**src/rtl/sparc_mul_cntl_pkg.sv**
```systemverilog
// sparc_mul_cntl_pkg: shared latency default, tracker entry layout and grant encoding.
package sparc_mul_cntl_pkg;
    localparam int MUL_LATENCY = 5;
    localparam logic GNT_EXU = 1'b0;
    localparam logic GNT_SPU = 1'b1;
    typedef struct packed {
        logic vld;
        logic spu;
        logic acc;
        logic acc_lo;
    } trk_t;
endpackage

```
**src/rtl/sparc_mul_cntl_mul_pipe_trk.sv**
```systemverilog
// mul_pipe_trk: LATENCY-deep shift register following each issued multiply to its landing stage.
module mul_pipe_trk
    import sparc_mul_cntl_pkg::*;
#(
    parameter int LATENCY = MUL_LATENCY
) (
    input  logic rclk,
    input  logic rst_l,
    input  trk_t ent,
    output trk_t land
);
    trk_t [LATENCY-1:0] stg;

    always_ff @(posedge rclk or negedge rst_l)
        if (!rst_l) stg <= '0;
        else        stg <= {stg[LATENCY-2:0], ent};

    assign land = stg[LATENCY-1];
endmodule

```
**src/rtl/sparc_mul_cntl.sv**
```systemverilog
// sparc_mul_cntl: EXU/SPU multiply arbitration, datapath operand controls and ACCUM sequencing.
module sparc_mul_cntl
    import sparc_mul_cntl_pkg::*;
#(
    parameter int LATENCY = MUL_LATENCY
) (
    input  logic rclk,
    input  logic rst_l,
    input  logic ecl_mul_req_vld,
    input  logic spu_mul_req_vld,
    input  logic spu_mul_acc,
    input  logic spu_mul_acc_lo,
    input  logic spu_mul_byp,
    input  logic spu_mul_x2,
    input  logic spu_mul_areg_rst,
    input  logic spu_mul_areg_shf,
    output logic valid,
    output logic spick,
    output logic x2,
    output logic byp_sel,
    output logic byp_imm,
    output logic acc_imm,
    output logic acc_actc2,
    output logic acc_actc3,
    output logic acc_actc5,
    output logic acc_reg_enb,
    output logic acc_reg_rst,
    output logic acc_reg_shf,
    output logic mul_ecl_ack,
    output logic mul_spu_ack,
    output logic mul_exu_data_vld,
    output logic mul_spu_data_vld
);
    logic prio, pend, land_spu, shf_req;
    trk_t ent, land;

    // prio names the requester that wins the next contention; EXU first out of reset
    assign spick = rst_l & spu_mul_req_vld & (~ecl_mul_req_vld | (prio == GNT_SPU));
    assign valid = rst_l & (ecl_mul_req_vld | spu_mul_req_vld);
    assign mul_spu_ack = spick;
    assign mul_ecl_ack = rst_l & ecl_mul_req_vld & ~spick;

    assign land_spu = land.vld & land.spu;
    assign x2 = spick & spu_mul_x2;
    assign byp_sel = spick & spu_mul_byp;
    assign byp_imm = byp_sel & land_spu;
    assign acc_actc3 = spick & spu_mul_acc;
    assign acc_actc2 = spick & spu_mul_acc_lo;
    assign acc_imm = (acc_actc3 | acc_actc2) & land_spu & (land.acc | land.acc_lo);
    assign acc_actc5 = acc_actc2 & acc_imm;

    // a shift colliding with an ACCUM write is deferred to the next free cycle; clear wins over both
    assign shf_req = spu_mul_areg_shf | pend;
    assign acc_reg_enb = land_spu;
    assign acc_reg_rst = rst_l & spu_mul_areg_rst;
    assign acc_reg_shf = rst_l & shf_req & ~spu_mul_areg_rst & ~land_spu;
    assign mul_exu_data_vld = land.vld & ~land.spu;
    assign mul_spu_data_vld = land_spu;

    assign ent = '{vld: valid, spu: spick, acc: acc_actc3, acc_lo: acc_actc2};

    mul_pipe_trk #(.LATENCY(LATENCY)) u_trk (
        .rclk (rclk),
        .rst_l(rst_l),
        .ent  (ent),
        .land (land)
    );

    always_ff @(posedge rclk or negedge rst_l)
        if (!rst_l) begin
            prio <= GNT_EXU;
            pend <= 1'b0;
        end else begin
            if (valid) prio <= spick ? GNT_EXU : GNT_SPU;
            pend <= ~spu_mul_areg_rst & shf_req & land_spu;
        end
endmodule
```
**config.mk**
```make
export PLATFORM = sky130hd
export DESIGN_NAME = sparc_mul_cntl
export DESIGN_NICKNAME = d
export VERILOG_FILES = /design/src/rtl/sparc_mul_cntl_pkg.sv /design/src/rtl/sparc_mul_cntl_mul_pipe_trk.sv /design/src/rtl/sparc_mul_cntl.sv
export SDC_FILE = /design/constraint.sdc
export NUM_CORES = 1
export LEC_CHECK = 0
export CORE_MARGIN = 3
export CORE_UTILIZATION = 45
export DETAILED_ROUTE_END_ITERATION = 6
export PLACE_DENSITY = 0.81
export SLEW_MARGIN = 5
export SYNTH_ARGS = -nofsm -noshare
export SYNTH_HDL_FRONTEND = slang
export SYNTH_SLANG_ARGS = --single-unit
```
**constraint.sdc**
```tcl
create_clock -name rclk -period 2.8 [get_ports rclk]
set_clock_uncertainty 0.05 [all_clocks]
set_input_delay 0.56 -clock rclk [delete_from_list [all_inputs] [get_ports rclk]]
set_output_delay 0.56 -clock rclk [all_outputs]
set_load 0.01 [all_outputs]
```
# After elaboration in Yosys (flattened, before gate mapping)
# Cells that the tools add are included.
# W data, S select, Z words.
# word_totals
out_inout_bits,16
regBits,22
elab_cells,54
# classes
bitwise,31
n_mux,1
# op_table
operator,n
$and A1 B1 Y1,21
$not A1 Y1,5
$or A1 B1 Y1,5
$mux W1,1

# Logic depth before layout (Yosys ltp)
# Gate-level depths: netlist (run 1).
# logic_depth
ltp_word,8
ltp_mapped,4
depth_no_buf,2

# Hierarchy
# Synthesis (run 1) repeated with hierarchy kept, for this count alone.
# unflattened
cells_unflattened,54
area_unflattened_um2,783.3
# modules_own_cells
module,cells_each,n_inst,area_per_inst_um2
mul_pipe_trk,24,1,530.5
sparc_mul_cntl,30,1,252.7

# Least setup slack after synthesis (run 1)
# No wires, ideal clock.
# synth_path
kind,input to output
start,input port ecl_mul_req_vld
end,output port spick
n_path_buf,2
arrival_ns,1.216
stages,4
required_time_ns,2.190
path_slack_ns,0.974
path_cell_list,nor2b_1 buf_4 nor2_1 buf_4
# synth_between
elab_chain_cells,3
# synth_rtl
element,line,source
"start, declared",sparc_mul_cntl.sv:9,"input logic ecl_mul_req_vld,"
$not A1 Y1,sparc_mul_cntl.sv:38,assign spick = rst_l & spu_mul_req_vld & (~ecl_mul_req_vld | (prio == GNT_SPU));
$or A1 B1 Y1,sparc_mul_cntl.sv:38,
$and A1 B1 Y1,sparc_mul_cntl.sv:38,
"end, declared",sparc_mul_cntl.sv:18,"output logic spick,"
# No other way between the ends.

# Worst setup path after layout (run 1)
# layout_path
start,input port ecl_mul_req_vld
end,output port mul_spu_ack
# layout_between
elab_chain_cells,3
# layout_rtl
element,line,source
$not A1 Y1,sparc_mul_cntl.sv:38,
$or A1 B1 Y1,sparc_mul_cntl.sv:38,
$and A1 B1 Y1,sparc_mul_cntl.sv:38,
"end, declared",sparc_mul_cntl.sv:30,"output logic mul_spu_ack,"
# No other way between the ends.

==> results by group, run 1 <==
Placed design
  • Placed instance area: 1011 um^2
  • Number of port buffers: 25
  • Routability Congestion: 0.7059
  • Inst Count DP: 92
  • DP Worst Slack: -78.14 ps
  • Final HPWL DP: 961.6 um

Synth
  • Largest cells by area after synthesis: dfrtp_1 (74%), nor4_2 (3.4%), buf_4 (3.0%), nor3b_1 (3.0%), nor3_1 (2.0%)
  • Post-synth EDFFs: 0
  • Syn Inst Count: 51
  • Mapped cell area: 740.7 um^2
  • Sequential share of the synthesized area: 74.32%
  • Share of the synthesized area in the top cell type: 74.32%
  • Yosys cell types: 18
  • Mapped Nets: 61
  • Synth Flop Type: dfrtp_1
  • Syn avg cell area: 14.52 um^2
  • Seq cells post-synth: 22
  • Cell type with the highest aggregate area in the netlist: dfrtp_1
  • Fraction of registers with async set or reset after synthesis: 100.0%
  • Warnings, synthesis: 0

Setup path
  • Crit path kind: input pin to output port
  • Sequence of cells on the critical path: clkdlybuf4s50_1 > nor2b_2 > nor2_1 > clkdlybuf4s50_1
  • Delay-heaviest family, CP: buffers and inverters
  • CP peak stage delay: 510 ps
  • CP Data Required Time: 2190 ps
  • Crit start category: input pin
  • Crit path capture type: output port
  • Crit path top cell by count: clkdlybuf4s50_1
  • CP bufs+invs: 2
  • Slowest CP cell: clkdlybuf4s50_1
  • Worst-path maximum fanout: 8
  • CP arrival: 2140 ps

Cells and area
  • Final net count: 91
  • Post-route insts no fill: 95
  • N_diodes: 0
  • Design area: 1061 um^2
  • Area grow syn2layout: 43.24%
  • Share of cells above drive strength 1: 20.25%
  • Number of fill cells in the layout: 117
  • Util after Layout: 69.62%

Timing
  • Tmin final: 2750 ps
  • Max-slew violations: 0
  • Setup TNS: 0 ps
  • Hold_ws: 306.8 ps
  • Max Fclk: 363.6 MHz
  • Slew @ Worst Pin: 451.5 ps
  • Final Cycle Share: 98.22%
  • Final Hold Vio Count: 0
  • Slack of the critical path: 49.82 ps
  • Final setup viols: 0
  • Worst slew margin: 69.76%
  • RSZ-0062 raised after global routing: yes

Routing
  • Vias: 468
  • Final wirelength: 1294 um
  • Total iterations of the first detailed-routing run: 4
  • Routed wire per std cell: 13.62 um
  • Initial DRC Count: 7
  • Residual DRC count: 0
  • Via density: 4.926
  • DRT antenna net count: 0

Power
  • Net switching fraction of the power: 21.99%
  • Power share of the clock group: 23.4%
  • P_sw: 0.1201 mW
  • Pwr/cell area: 514.7 nW/um^2
  • Peak VDD IR: 407.7 uV
  • Gate power share: 13.6%
  • Seq pwr share: 62.9%
  • Static leakage: 0.5437 nW
  • Final total power: 0.5461 mW
  • P_int: 0.4260 mW

Global routing
  • Largest net degree at the start of global routing: 21
  • GRT Total Usage: 13.78%
  • Global-route wire length before repair: 2070 um
  • Total global routing overflow: 0
  • Vias in the first global route: 473
  • Initial antenna violation count: 0

Clock network
  • Buffer depth of the longest clock path: 2
  • CTS tree: built
  • CTS buffer count: 3
  • Root Buffer: clkbuf_4
  • Clock latency on the worst-skew pair: 280 ps
  • Setup bufs post-CTS: 0
  • Post-CTS sizing: 1
  • Clk sinks: 22
  • Clock slew at reported path FFs: 100 ps
  • Deepest level of the CTS H-tree: 1
  • CTS Hold Bufs: 0

Die
  • Row cnt: 14
  • Core area: 1524 um^2
  • IO Count: 26
  • Initial Util: 48.60%
  • DIE AREA: 2169 um^2
  • Width of the die: 46.57 um
  • Die Span Y: 46.57 um

Outcome
  • Outcome: completed

Flow run
  • Number of max-cap violations: 0

Min path
  • Worst Hold Class: flop to flop
[synth_stat cells (2+ instances only)]
master   number
inv_1         2
nor3b_1       3
nor2_1        3
nor2b_1       2
buf_4         3
nand2_1       2
dfrtp_1      22
nor3_1        3
nor4_2        2
[logic make-up after synthesis]
group | count (synthesis) | synth area share, %
flops | 22 | 74.32
simple gates | 19 | 16.89
compound gates | 5 | 4.729
buf+inv | 5 | 4.054
[path summary, 6_finish.rpt]
check | depth (start not counted) | startpoint | end | slack (ps)
max | 4 | ecl_mul_req_vld | mul_spu_ack | 50
min | 0 | u_trk.stg[5] | u_trk.stg[9] | 310
max reg2reg | 2 | prio | u_trk.stg[2] | 1670
min reg2reg | 0 | u_trk.stg[5] | u_trk.stg[9] | 310
max in group asynchronous | 2 | rst_l | u_trk.stg[9] | 1820
min in group asynchronous | 2 | rst_l | pend | 590
[power groups by stage]
stage / registers [mW] / clock network [mW] / logic [mW]
after global placement: 0.349 / 0 / 0.0708
final: 0.344 / 0.128 / 0.0745
after CTS: 0.344 / 0.133 / 0.0732
after global routing: 0.346 / 0.148 / 0.0819
after floorplan: 0.347 / 0 / 0.0304
after detailed placement: 0.350 / 0 / 0.0723
[cell usage in the layout (no fill, tap or decap), drive strengths merged, types with 2 or more instances in the layout]
cell / count
nor2: 3
clkdlybuf4s50: 21
nor4: 2
clkbuf: 3
dfrtp: 22
buf: 3
inv: 2
dlymetal6s2s: 4
nand2: 3
nor3b: 3
nor2b: 2
nor3: 3
[area by class of cell]
cell class / count / area, um^2 / share of cell area [%]
Timing Repair Buffer: 28 / 282.8 / 26.65
Multi-Input combinational cell: 24 / 177.7 / 16.75
Clock buffer: 3 / 22.52 / 2.123
Tap cell: 16 / 20.02 / 1.887
Sequential cell: 22 / 550.5 / 51.89
Inverter: 2 / 7.507 / 0.7075
[flip-flops by register name, summed over array words and instances, names as in the netlist]
register and cells:
u_trk.land 4, prio 1, u_trk.stg 16, pend 1
[metal layers]
metal	GRT usage, %	vias to the layer above	share of wire, %
met5	0	-	0
met4	6.818	0	0.62
met3	5.859	2	15
met2	19.78	31	41
met1	17.72	210	44
li1	-	225	-
Power figures use the tool's default switching activity.
==> inputs of run 2 (changes only) <==
- ABC_CLOCK_PERIOD_IN_PS: unset -> 2800
==> results of run 2 <==
The final DEF is identical to that of run 1; final timing and power are the same.
